### config.mk
export PLATFORM = sky130hd
export DESIGN_NAME = i2c_target
export DESIGN_NICKNAME = d
export VERILOG_FILES = /design/src/rtl/i2c_pkg.sv /design/src/rtl/i2c_bus_sync.sv /design/src/rtl/i2c_target.sv
export SDC_FILE = /design/constraint.sdc
export NUM_CORES = 1
export LEC_CHECK = 0
export BUFFER_PORTS_ARGS = -buffer_cell sky130_fd_sc_hd__buf_4
export CORE_MARGIN = 3
export CORE_UTILIZATION = 57
export CTS_CLUSTER_DIAMETER = 100
export DETAILED_ROUTE_END_ITERATION = 12
export PLACE_DENSITY = 0.78
export SLEW_MARGIN = 0
export SYNTH_ARGS = -nofsm -noshare
export SYNTH_HDL_FRONTEND = slang
export SYNTH_SLANG_ARGS = --single-unit
### constraint.sdc
create_clock -name clk_i -period 2.2 [get_ports clk_i]
set_input_delay 0.22 -clock clk_i [delete_from_list [all_inputs] [get_ports clk_i]]
set_output_delay 0.22 -clock clk_i [all_outputs]
set_load 0.05 [all_outputs]
### src/rtl/i2c_pkg.sv
// Shared definitions for the I2C target: default widths, default address,
// FSM state encoding and the saturating bit-counter helper.
package i2c_pkg;

  localparam int         I2C_ADDR_WIDTH_DEF = 7;
  localparam int         I2C_DATA_WIDTH_DEF = 8;
  localparam logic [6:0] DEFAULT_SLAVE_ADDR = 7'h22;
  localparam logic [3:0] BIT_CNT_MAX        = 4'd9;

  typedef enum logic [3:0] {
    IDLE     = 4'd0,
    ADDR     = 4'd1,
    ADDR_ACK = 4'd2,
    WR_DATA  = 4'd3,
    WR_ACK   = 4'd4,
    RD_WAIT  = 4'd5,
    RD_DATA  = 4'd6,
    RD_ACK   = 4'd7,
    IGNORE   = 4'd8
  } i2c_state_t;

  // Bit counter saturates so a runaway clock can never wrap it back to a match.
  function automatic logic [3:0] bit_cnt_inc(input logic [3:0] cnt);
    return (cnt >= BIT_CNT_MAX) ? BIT_CNT_MAX : cnt + 4'd1;
  endfunction

endpackage

### src/rtl/i2c_bus_sync.sv
// Brings the raw SCL/SDA levels into clk_i, then derives SCL edges and
// START/STOP conditions from the synchronized values only.
module i2c_bus_sync (
  input  logic clk_i,
  input  logic rst_i,
  input  logic scl_i,
  input  logic sda_i,
  output logic sda_s,
  output logic scl_rise_s,
  output logic scl_fall_s,
  output logic start_s,
  output logic stop_s
);

  logic [1:0] scl_sync_r;
  logic [1:0] sda_sync_r;
  logic       scl_prev_r;
  logic       sda_prev_r;
  logic       scl_now_s;

  // Two-flop synchronizers followed by a one-cycle history for edge detection.
  always_ff @(posedge clk_i or posedge rst_i) begin
    if (rst_i) begin
      scl_sync_r <= 2'b11;
      sda_sync_r <= 2'b11;
      scl_prev_r <= 1'b1;
      sda_prev_r <= 1'b1;
    end else begin
      scl_sync_r <= {scl_sync_r[0], scl_i};
      sda_sync_r <= {sda_sync_r[0], sda_i};
      scl_prev_r <= scl_sync_r[1];
      sda_prev_r <= sda_sync_r[1];
    end
  end

  assign scl_now_s  = scl_sync_r[1];
  assign sda_s      = sda_sync_r[1];
  assign scl_rise_s = scl_now_s & ~scl_prev_r;
  assign scl_fall_s = ~scl_now_s & scl_prev_r;
  // SCL must be stable high across both samples so a clock edge is never read as START/STOP.
  assign start_s    = scl_now_s & scl_prev_r & sda_prev_r & ~sda_s;
  assign stop_s     = scl_now_s & scl_prev_r & ~sda_prev_r & sda_s;

endmodule

### src/rtl/i2c_target.sv
// I2C target: address match, byte write to host, clock-stretched byte read
// from host. SCL/SDA outputs are open-drain enables (0 = pull low).
module i2c_target
  import i2c_pkg::*;
#(
  parameter int                        I2C_ADDR_WIDTH = I2C_ADDR_WIDTH_DEF,
  parameter int                        I2C_DATA_WIDTH = I2C_DATA_WIDTH_DEF,
  parameter logic [I2C_ADDR_WIDTH-1:0] SLAVE_ADDRESS  = DEFAULT_SLAVE_ADDR
) (
  input  logic                      clk_i,
  input  logic                      rst_i,
  input  logic                      scl_i,
  input  logic                      sda_i,
  output logic                      scl_o,
  output logic                      sda_o,
  output logic                      wr_valid,
  output logic [I2C_DATA_WIDTH-1:0] wr_data,
  output logic                      rd_req,
  input  logic                      rd_valid,
  input  logic [I2C_DATA_WIDTH-1:0] rd_data,
  output logic                      busy,
  output logic                      xfer_start,
  output logic                      xfer_rw
);

  localparam int         SH_W      = (I2C_ADDR_WIDTH + 1 > I2C_DATA_WIDTH) ?
                                     I2C_ADDR_WIDTH + 1 : I2C_DATA_WIDTH;
  localparam logic [3:0] ADDR_LAST = 4'(I2C_ADDR_WIDTH);
  localparam logic [3:0] DATA_LAST = 4'(I2C_DATA_WIDTH - 1);
  localparam logic [3:0] DATA_DONE = 4'(I2C_DATA_WIDTH);

  logic sda_s, scl_rise_s, scl_fall_s, start_s, stop_s;

  i2c_bus_sync u_bus_sync (
    .clk_i      (clk_i),
    .rst_i      (rst_i),
    .scl_i      (scl_i),
    .sda_i      (sda_i),
    .sda_s      (sda_s),
    .scl_rise_s (scl_rise_s),
    .scl_fall_s (scl_fall_s),
    .start_s    (start_s),
    .stop_s     (stop_s)
  );

  i2c_state_t                state_r;
  logic [3:0]                bit_cnt_r;
  logic [SH_W-2:0]           rx_r;
  logic [SH_W-1:0]           rx_next_s;
  logic [I2C_DATA_WIDTH-1:0] tx_r;
  logic                      ack_phase_r;
  logic                      scl_r, sda_r, wr_valid_r, rd_req_r, busy_r, xfer_start_r, xfer_rw_r;
  logic [I2C_DATA_WIDTH-1:0] wr_data_r;

  assign rx_next_s = {rx_r, sda_s};

  // Protocol FSM; START/STOP override whatever else happens in the same cycle.
  always_ff @(posedge clk_i or posedge rst_i) begin
    if (rst_i) begin
      state_r      <= IDLE;
      bit_cnt_r    <= 4'd0;
      rx_r         <= '0;
      tx_r         <= '0;
      ack_phase_r  <= 1'b0;
      scl_r        <= 1'b1;
      sda_r        <= 1'b1;
      wr_valid_r   <= 1'b0;
      wr_data_r    <= '0;
      rd_req_r     <= 1'b0;
      busy_r       <= 1'b0;
      xfer_start_r <= 1'b0;
      xfer_rw_r    <= 1'b0;
    end else begin
      wr_valid_r   <= 1'b0;
      rd_req_r     <= 1'b0;
      xfer_start_r <= 1'b0;
      if (stop_s) begin
        state_r     <= IDLE;
        bit_cnt_r   <= 4'd0;
        ack_phase_r <= 1'b0;
        scl_r       <= 1'b1;
        sda_r       <= 1'b1;
        busy_r      <= 1'b0;
      end else if (start_s) begin
        state_r     <= ADDR;
        bit_cnt_r   <= 4'd0;
        ack_phase_r <= 1'b0;
        scl_r       <= 1'b1;
        sda_r       <= 1'b1;
        busy_r      <= 1'b0;
      end else begin
        case (state_r)
          IDLE, IGNORE: begin
            scl_r <= 1'b1;
            sda_r <= 1'b1;
          end
          ADDR: begin
            if (scl_rise_s) begin
              rx_r      <= rx_next_s[SH_W-2:0];
              bit_cnt_r <= bit_cnt_inc(bit_cnt_r);
              if (bit_cnt_r == ADDR_LAST) begin
                if (rx_next_s[I2C_ADDR_WIDTH:1] == SLAVE_ADDRESS) begin
                  state_r      <= ADDR_ACK;
                  ack_phase_r  <= 1'b0;
                  xfer_start_r <= 1'b1;
                  xfer_rw_r    <= rx_next_s[0];
                  busy_r       <= 1'b1;
                end else begin
                  state_r <= IGNORE;
                end
              end
            end
          end
          ADDR_ACK, WR_ACK: begin
            // First SCL fall starts the ACK low, the second one ends it.
            if (scl_fall_s) begin
              if (!ack_phase_r) begin
                sda_r       <= 1'b0;
                ack_phase_r <= 1'b1;
              end else begin
                sda_r       <= 1'b1;
                ack_phase_r <= 1'b0;
                bit_cnt_r   <= 4'd0;
                if (state_r == ADDR_ACK && xfer_rw_r) begin
                  state_r  <= RD_WAIT;
                  scl_r    <= 1'b0;
                  rd_req_r <= 1'b1;
                end else begin
                  state_r <= WR_DATA;
                end
              end
            end
          end
          WR_DATA: begin
            if (scl_rise_s) begin
              rx_r      <= rx_next_s[SH_W-2:0];
              bit_cnt_r <= bit_cnt_inc(bit_cnt_r);
              if (bit_cnt_r == DATA_LAST) begin
                wr_valid_r  <= 1'b1;
                wr_data_r   <= rx_next_s[I2C_DATA_WIDTH-1:0];
                state_r     <= WR_ACK;
                ack_phase_r <= 1'b0;
              end
            end
          end
          RD_WAIT: begin
            if (rd_valid) begin
              sda_r     <= rd_data[I2C_DATA_WIDTH-1];
              tx_r      <= {rd_data[I2C_DATA_WIDTH-2:0], 1'b0};
              scl_r     <= 1'b1;
              bit_cnt_r <= 4'd0;
              state_r   <= RD_DATA;
            end
          end
          RD_DATA: begin
            if (scl_rise_s) begin
              bit_cnt_r <= bit_cnt_inc(bit_cnt_r);
            end else if (scl_fall_s) begin
              if (bit_cnt_r == DATA_DONE) begin
                sda_r   <= 1'b1;
                state_r <= RD_ACK;
              end else begin
                sda_r <= tx_r[I2C_DATA_WIDTH-1];
                tx_r  <= {tx_r[I2C_DATA_WIDTH-2:0], 1'b0};
              end
            end
          end
          RD_ACK: begin
            // The counter reaches its saturation value on the ACK clock rise.
            if (scl_rise_s) begin
              bit_cnt_r <= bit_cnt_inc(bit_cnt_r);
              if (sda_s) begin
                state_r <= IGNORE;
                busy_r  <= 1'b0;
              end
            end else if (scl_fall_s && bit_cnt_r == BIT_CNT_MAX) begin
              state_r   <= RD_WAIT;
              scl_r     <= 1'b0;
              rd_req_r  <= 1'b1;
              bit_cnt_r <= 4'd0;
            end
          end
          default: begin
            state_r <= IDLE;
            scl_r   <= 1'b1;
            sda_r   <= 1'b1;
            busy_r  <= 1'b0;
          end
        endcase
      end
    end
  end

  assign scl_o      = scl_r;
  assign sda_o      = sda_r;
  assign wr_valid   = wr_valid_r;
  assign wr_data    = wr_data_r;
  assign rd_req     = rd_req_r;
  assign busy       = busy_r;
  assign xfer_start = xfer_start_r;
  assign xfer_rw    = xfer_rw_r;

endmodule

After elaboration in Yosys (flattened, before gate mapping). Cells that the tools add are included.

Output and inout bits: 15. Word-level logic and storage cells: 181. Input port bits: 13. Register bits: 45.

$add $sub $neg: 1. Eq/ne operators: 39. Magnitude comparators: 1. Mux-type cells: 88. Reduce and logical (&&, ||, !) cells: 22. Bitwise operators: 13.

Operators by type and width (number): $mux 4 (25); $ne 4x4->1 const B (15); $mux 1 (50); $mux 8 (4); $pmux 4 s7 (1); $reduce_and 7->1 (3); $eq 4x3->1 const B (5); $reduce_and 6->1 (3); $pmux 4 s4 (1); $pmux 8 s2 (1); $reduce_and 13->1 (1); $eq 4x4->1 const B (3); $reduce_and 5->1 (2); $ne 3x1->1 const B (3); $eq 4x2->1 const B (2); $ne 2x2->1 const B (4); $pmux 1 s4 (2); $and 1x1->1 (7); $eq 7x6->1 const B (1); $reduce_or 7->1 (1); $not 1->1 (6); $pmux 1 s3 (2); $reduce_bool 6->1 (1); $reduce_or 2->1 (3); 16 further kinds (18).

Depth between registers and ports, before layout.
Depth in word-level cells: 8. Depth in mapped cells: 8. Depth with buffers taken out: 7.

Hierarchy. A second synthesis with hierarchy kept.

Cells, all modules: 224. Area, all modules: 2463.6 um^2.

Modules (own cells, without submodules): i2c_target (instances 1, area an instance 2269.7 um^2, sequential area each 953.4 um^2, cells an instance 213); i2c_bus_sync (instances 1, area an instance 193.9 um^2, sequential area each 157.7 um^2, cells an instance 11).

Least setup slack after synthesis. OpenSTA, ideal clock, no wires.

Kind: flip-flop to flip-flop. Start: register u_bus_sync.scl_prev_r. End: register state_r[1]. Data arrival time: 1870 ps. Cell stages (with the launch flop): 7. Period minus slack after synthesis: 1973 ps. Buffers on the path: 1. Setup slack: 227 ps. Data required time: 2096 ps. Setup time: 104 ps. Cell sequence: dfstp_2 > buf_2 > nand3b_1 > a32o_2 > a32o_1 > or3_4 > o41ai_2.

Word-level cells in the longest chain between the ends: 6. Elaborated cells on any way between the ends: 27. Classes of those cells: eq/ne: 13; mux: 4; bitwise: 8; reduce/logical: 2.

RTL lines: start, declared (line i2c_bus_sync.sv:17) `logic scl_prev_r;`; start signal, assigned (line i2c_bus_sync.sv:31) `scl_prev_r <= scl_sync_r[1];`; branches (longest 6 deep; another with $reduce_and 13->1); end signal, assigned (line i2c_target.sv:78) `state_r <= IDLE;`; end signal, assigned (line i2c_target.sv:85) `state_r <= ADDR;`; end signal, assigned (line i2c_target.sv:173) `state_r <= IGNORE;`; end, declared (line i2c_target.sv:46) `i2c_state_t state_r;`.

Parallel ways; which one is timed is not known. A chain may end at the register's enable or synchronous reset.

Worst setup path after layout.
Start: register bit_cnt_r[1]. End: register state_r[1].

Word-level cells in the longest chain between the ends: 4. Elaborated cells on any way between the ends: 9. Classes of those cells: eq/ne: 7; reduce/logical: 2.

RTL lines: start, declared (line i2c_target.sv:47) `logic [3:0] bit_cnt_r;`; start signal, assigned (line i2c_target.sv:100) `bit_cnt_r <= bit_cnt_inc(bit_cnt_r);`; start signal, assigned (line i2c_target.sv:137) `bit_cnt_r <= bit_cnt_inc(bit_cnt_r);`; start signal, assigned (line i2c_target.sv:157) `bit_cnt_r <= bit_cnt_inc(bit_cnt_r);`; $eq 4x4->1 (line i2c_target.sv:176) `end else if (scl_fall_s && bit_cnt_r == BIT_CNT_MAX) begin`; $logic_and 1x1->1 (line i2c_target.sv:176); $ne 5x5->1 (no line); $reduce_and 13->1 (no line) (*); end signal, assigned (line i2c_target.sv:173); end signal, assigned (line i2c_target.sv:177) `state_r <= RD_WAIT;`; end signal, assigned (line i2c_target.sv:184) `state_r <= IDLE;`.

Every way passes the cells marked *; elsewhere a longest branch is shown, timed or not.

==> impl_metrics.ini <==
[outcome]
status = finished, final reports clean

[placed_design]
port_buffers = 27
place.gp.congestion = 1.04
detailed_place_hpwl_um = 4520
place_area_um2 = 2900
post-place-ws_ns = 0.146

[power]
powerDensity_nw_per_um2 = 590
irDropWorstVdd_mv = 0.471
total_power_mw = 1.79
p_leak_nw = 1.35

[cells_and_area]
syn2layout_area_growth_pct = 19.5
nets = 310
drive_gt1_share_pct = 34.0
antenna_cells = 0
fillCellCount = 316
postLayoutCellArea_um2 = 3030
utilization_pct = 73.1
multiInputGateArea_um2 = 1300
regArea_um2 = 1110

[setup_path]
r2r-start = bit_cnt_r[1]$_DFFE_PP0P_
setup.worst_path.start = bit_cnt_r[1]$_DFFE_PP0P_
r2r-end = state_r[1]$_DFFE_PP0P_
crit_fanout = 4
worstSetupPathType = flip-flop to flip-flop
r2r_cells = 7
r2r_slack_ns = 0.11
worstSetupEndpointType = flip-flop
endpoint = state_r[1]$_DFFE_PP0P_
cp.arrival_ns = 2.29
setup.worst_path.start_class = flip-flop
worstPathRequired_ns = 2.40

[sta]
clock_skew_ns = 0.00731
hold_viol = 0
fin_setup_tns_ns = 0
finalSetupViolCount = 0
fmax_mhz = 479
worst_pin_slew_ns = 0.549
slew_viol_final = 0
slew_headroom_pct = 63.4
fin_crit_sh_pct = 94.8
fin_crit_ns = 2.09
setup_ws_ns = 0.114
rsz0062_at_grt = false

[yosys]
synth.avg_cell_area_um2 = 10.2
yosysWarnings = 0
synth_nets = 266
synth_edf_count = 0
synthArstFlopShare_pct = 100
synth_top_cell_by_area = dfrtp_1
seq_area_frac_synth_pct = 43.9
synth_seq_cells = 44
ys_types = 64
netlist.area_leader.share_pct = 35.6
syn_inst = 249
ys.flop_type = dfrtp_1
syn-cell-area_um2 = 2530
yosys-top-cells-area = dfrtp_1 36%, dfstp_2 8.3%, mux2_2 7.6%

[global_routing]
grt-ovfl-total = 0
antenna_found_initial = 0
grt_pass1_wl_um = 10300
grt_pass1_vias = 2146
grt_use_total_pct = 25.5
grt_max_degree = 45

[cts]
clk_pin_slew_ns = 0.09
postCtsSetupBuffers = 0
cts_tree = done
clock-root-buffer = clkbuf_8
holdBufCountCts = 0
cts_max_level = 2
clkSinkCount = 44
cts_buffer_depth = 2
clk_latency_ns = 0.30
cts_buffers = 5

[floorplan]
dieWidth_um = 72.7
dieArea_um2 = 5280
core-area_um2 = 4140
dieHeight_um = 72.7
io_pins = 28
initial_core_util_pct = 61.1
row_count = 23

[drt]
totalWireLength_um = 6370
vias = 2212
routed_via_density = 6.43
drtIter0Drc = 319
ant_nets = 0
firstDrtPassIters = 5
drc = 0
wl_per_cell_um = 18.5

[hold_path]
hp-class = input port to flip-flop

[flow_run]
maxCapViolCount = 0
where the power goes:
part           leakage, nW  switching (mW)  internal (mW)
Sequential           0.568          0.0411          0.847
Combinational        0.717           0.135          0.108
Clock               0.0614           0.284          0.371
Total                 1.35           0.460           1.33
final cells by class:
type / instances / share of cell area [%]
Tap cell: 50 / 2.07
Multi-Input combinational cell: 179 / 43.1
Sequential cell: 44 / 36.7
Clock inverter: 2 / 1.28
Inverter: 12 / 1.49
Clock buffer: 6 / 2.73
Timing Repair Buffer: 51 / 12.6
worst min-delay path by stage:
stage           from                                  to  depth (start not counted)
2_1_floorplan  scl_i  u_bus_sync.scl_sync_r[0]$_DFF_PP1_                          0
3_3_place_gp   sda_i  u_bus_sync.sda_sync_r[0]$_DFF_PP1_                          1
3_5_place_dp   scl_i  u_bus_sync.scl_sync_r[0]$_DFF_PP1_                          1
4_1_cts        scl_i  u_bus_sync.scl_sync_r[0]$_DFF_PP1_                          1
5_1_grt        scl_i  u_bus_sync.scl_sync_r[0]$_DFF_PP1_                          1
6_report       scl_i  u_bus_sync.scl_sync_r[0]$_DFF_PP1_                          1
layout by cell type (no fill, tap or decap), types with 3 or more instances in the layout:
cell        n
mux2i_1     8
nand4_1     3
ha_1        4
nand3b_1    5
clkbuf_8    6
nand2_1    14
o21ai_0    10
a211oi_1    5
nand3_1     6
o211ai_1    4
dfstp_2     8
dfrtp_1    35
nand2b_1    3
nor2_1     14
buf_4      51
mux2_2     17
o31ai_1     6
inv_1      11
a2bb2oi_1   3
nor2b_1     4
a21oi_1    20
a31oi_1     4
Yosys cell counts (all sizes together), types with 2 or more instances:
library cell  instances
o2111ai               2
a211oi                6
a2bb2oi               3
nor2b                 4
a32o                  2
a31oi                 4
and2                  2
clkbuf                3
nand2                15
o211ai                4
o32ai                 2
xnor2                 2
inv                  12
ha                    4
nand4                 3
nor3                  3
dfrtp                36
o41ai                 2
mux2i                 8
nand2b                3
a21oi                20
dfstp                 8
a21o                  2
nand3b                5
nor2                 16
buf                  11
or3b                  3
and3                  2
o31ai                 6
nand3                 6
mux2                 17
o21ai                10
and4bb                2
metrics by stage:
stage | hold slack, ns | std cells
after floorplan | 0.224 | 249
after global placement | 0.329 | 336
after detailed placement | 0.330 | 336
after CTS | 0.0196 | 344
after global routing | 0.0111 | 344
final | 0.0259 | 344
critical path, cell delays in order (launching register included):
cell and delay, ns:
dfrtp_1 0.42, inv_1 0.12, ha_1 0.18, nand3b_1 0.15, a211oi_1 0.31, a211oi_2 0.13
or3_4 0.41, o41ai_2 0.26
kinds of logic (layout without fill, tap and decap cells):
kind of cell             after synthesis  in the layout  synth area share, %
flip-flops                            44             44                 43.9
XOR/XNOR                               3              3                 1.33
adder cells (fa/ha/maj)                5              5                 2.37
AND/OR/NAND/NOR                       74             74                 17.2
multiplexers                          25             25                 10.7
AO/OA/AOI/OAI                         72             72                 19.6
buffers and inverters                 26             71                 4.89
state kept, by name (all words and copies together) (netlist names):
register,count
u_bus_sync.scl_sync_r,2
state_r,4
sda_o,1
rx_r,7
tx_r,7
busy,1
wr_data,8
wr_valid,1
scl_o,1
ack_phase_r,1
xfer_rw,1
u_bus_sync.sda_sync_r,2
u_bus_sync.sda_prev_r,1
xfer_start,1
rd_req,1
u_bus_sync.scl_prev_r,1
bit_cnt_r,4
metal layers:
layer | part of all wire [%] | vias up | GRT usage (%)
met5 | 0 | - | 0
met2 | 47 | 122 | 38.8
li1 | - | 1012 | -
met1 | 44 | 1064 | 36.4
met4 | 1.7 | 0 | 9.02
met3 | 7.8 | 14 | 4.82
what timing repair did:
action | 4_1_cts | 5_1_grt
resized for setup | 0 | 2
setup endpoints to repair | 0 | 5
hold endpoints to repair | 0 | 0
Power figures use the tool's default switching activity.
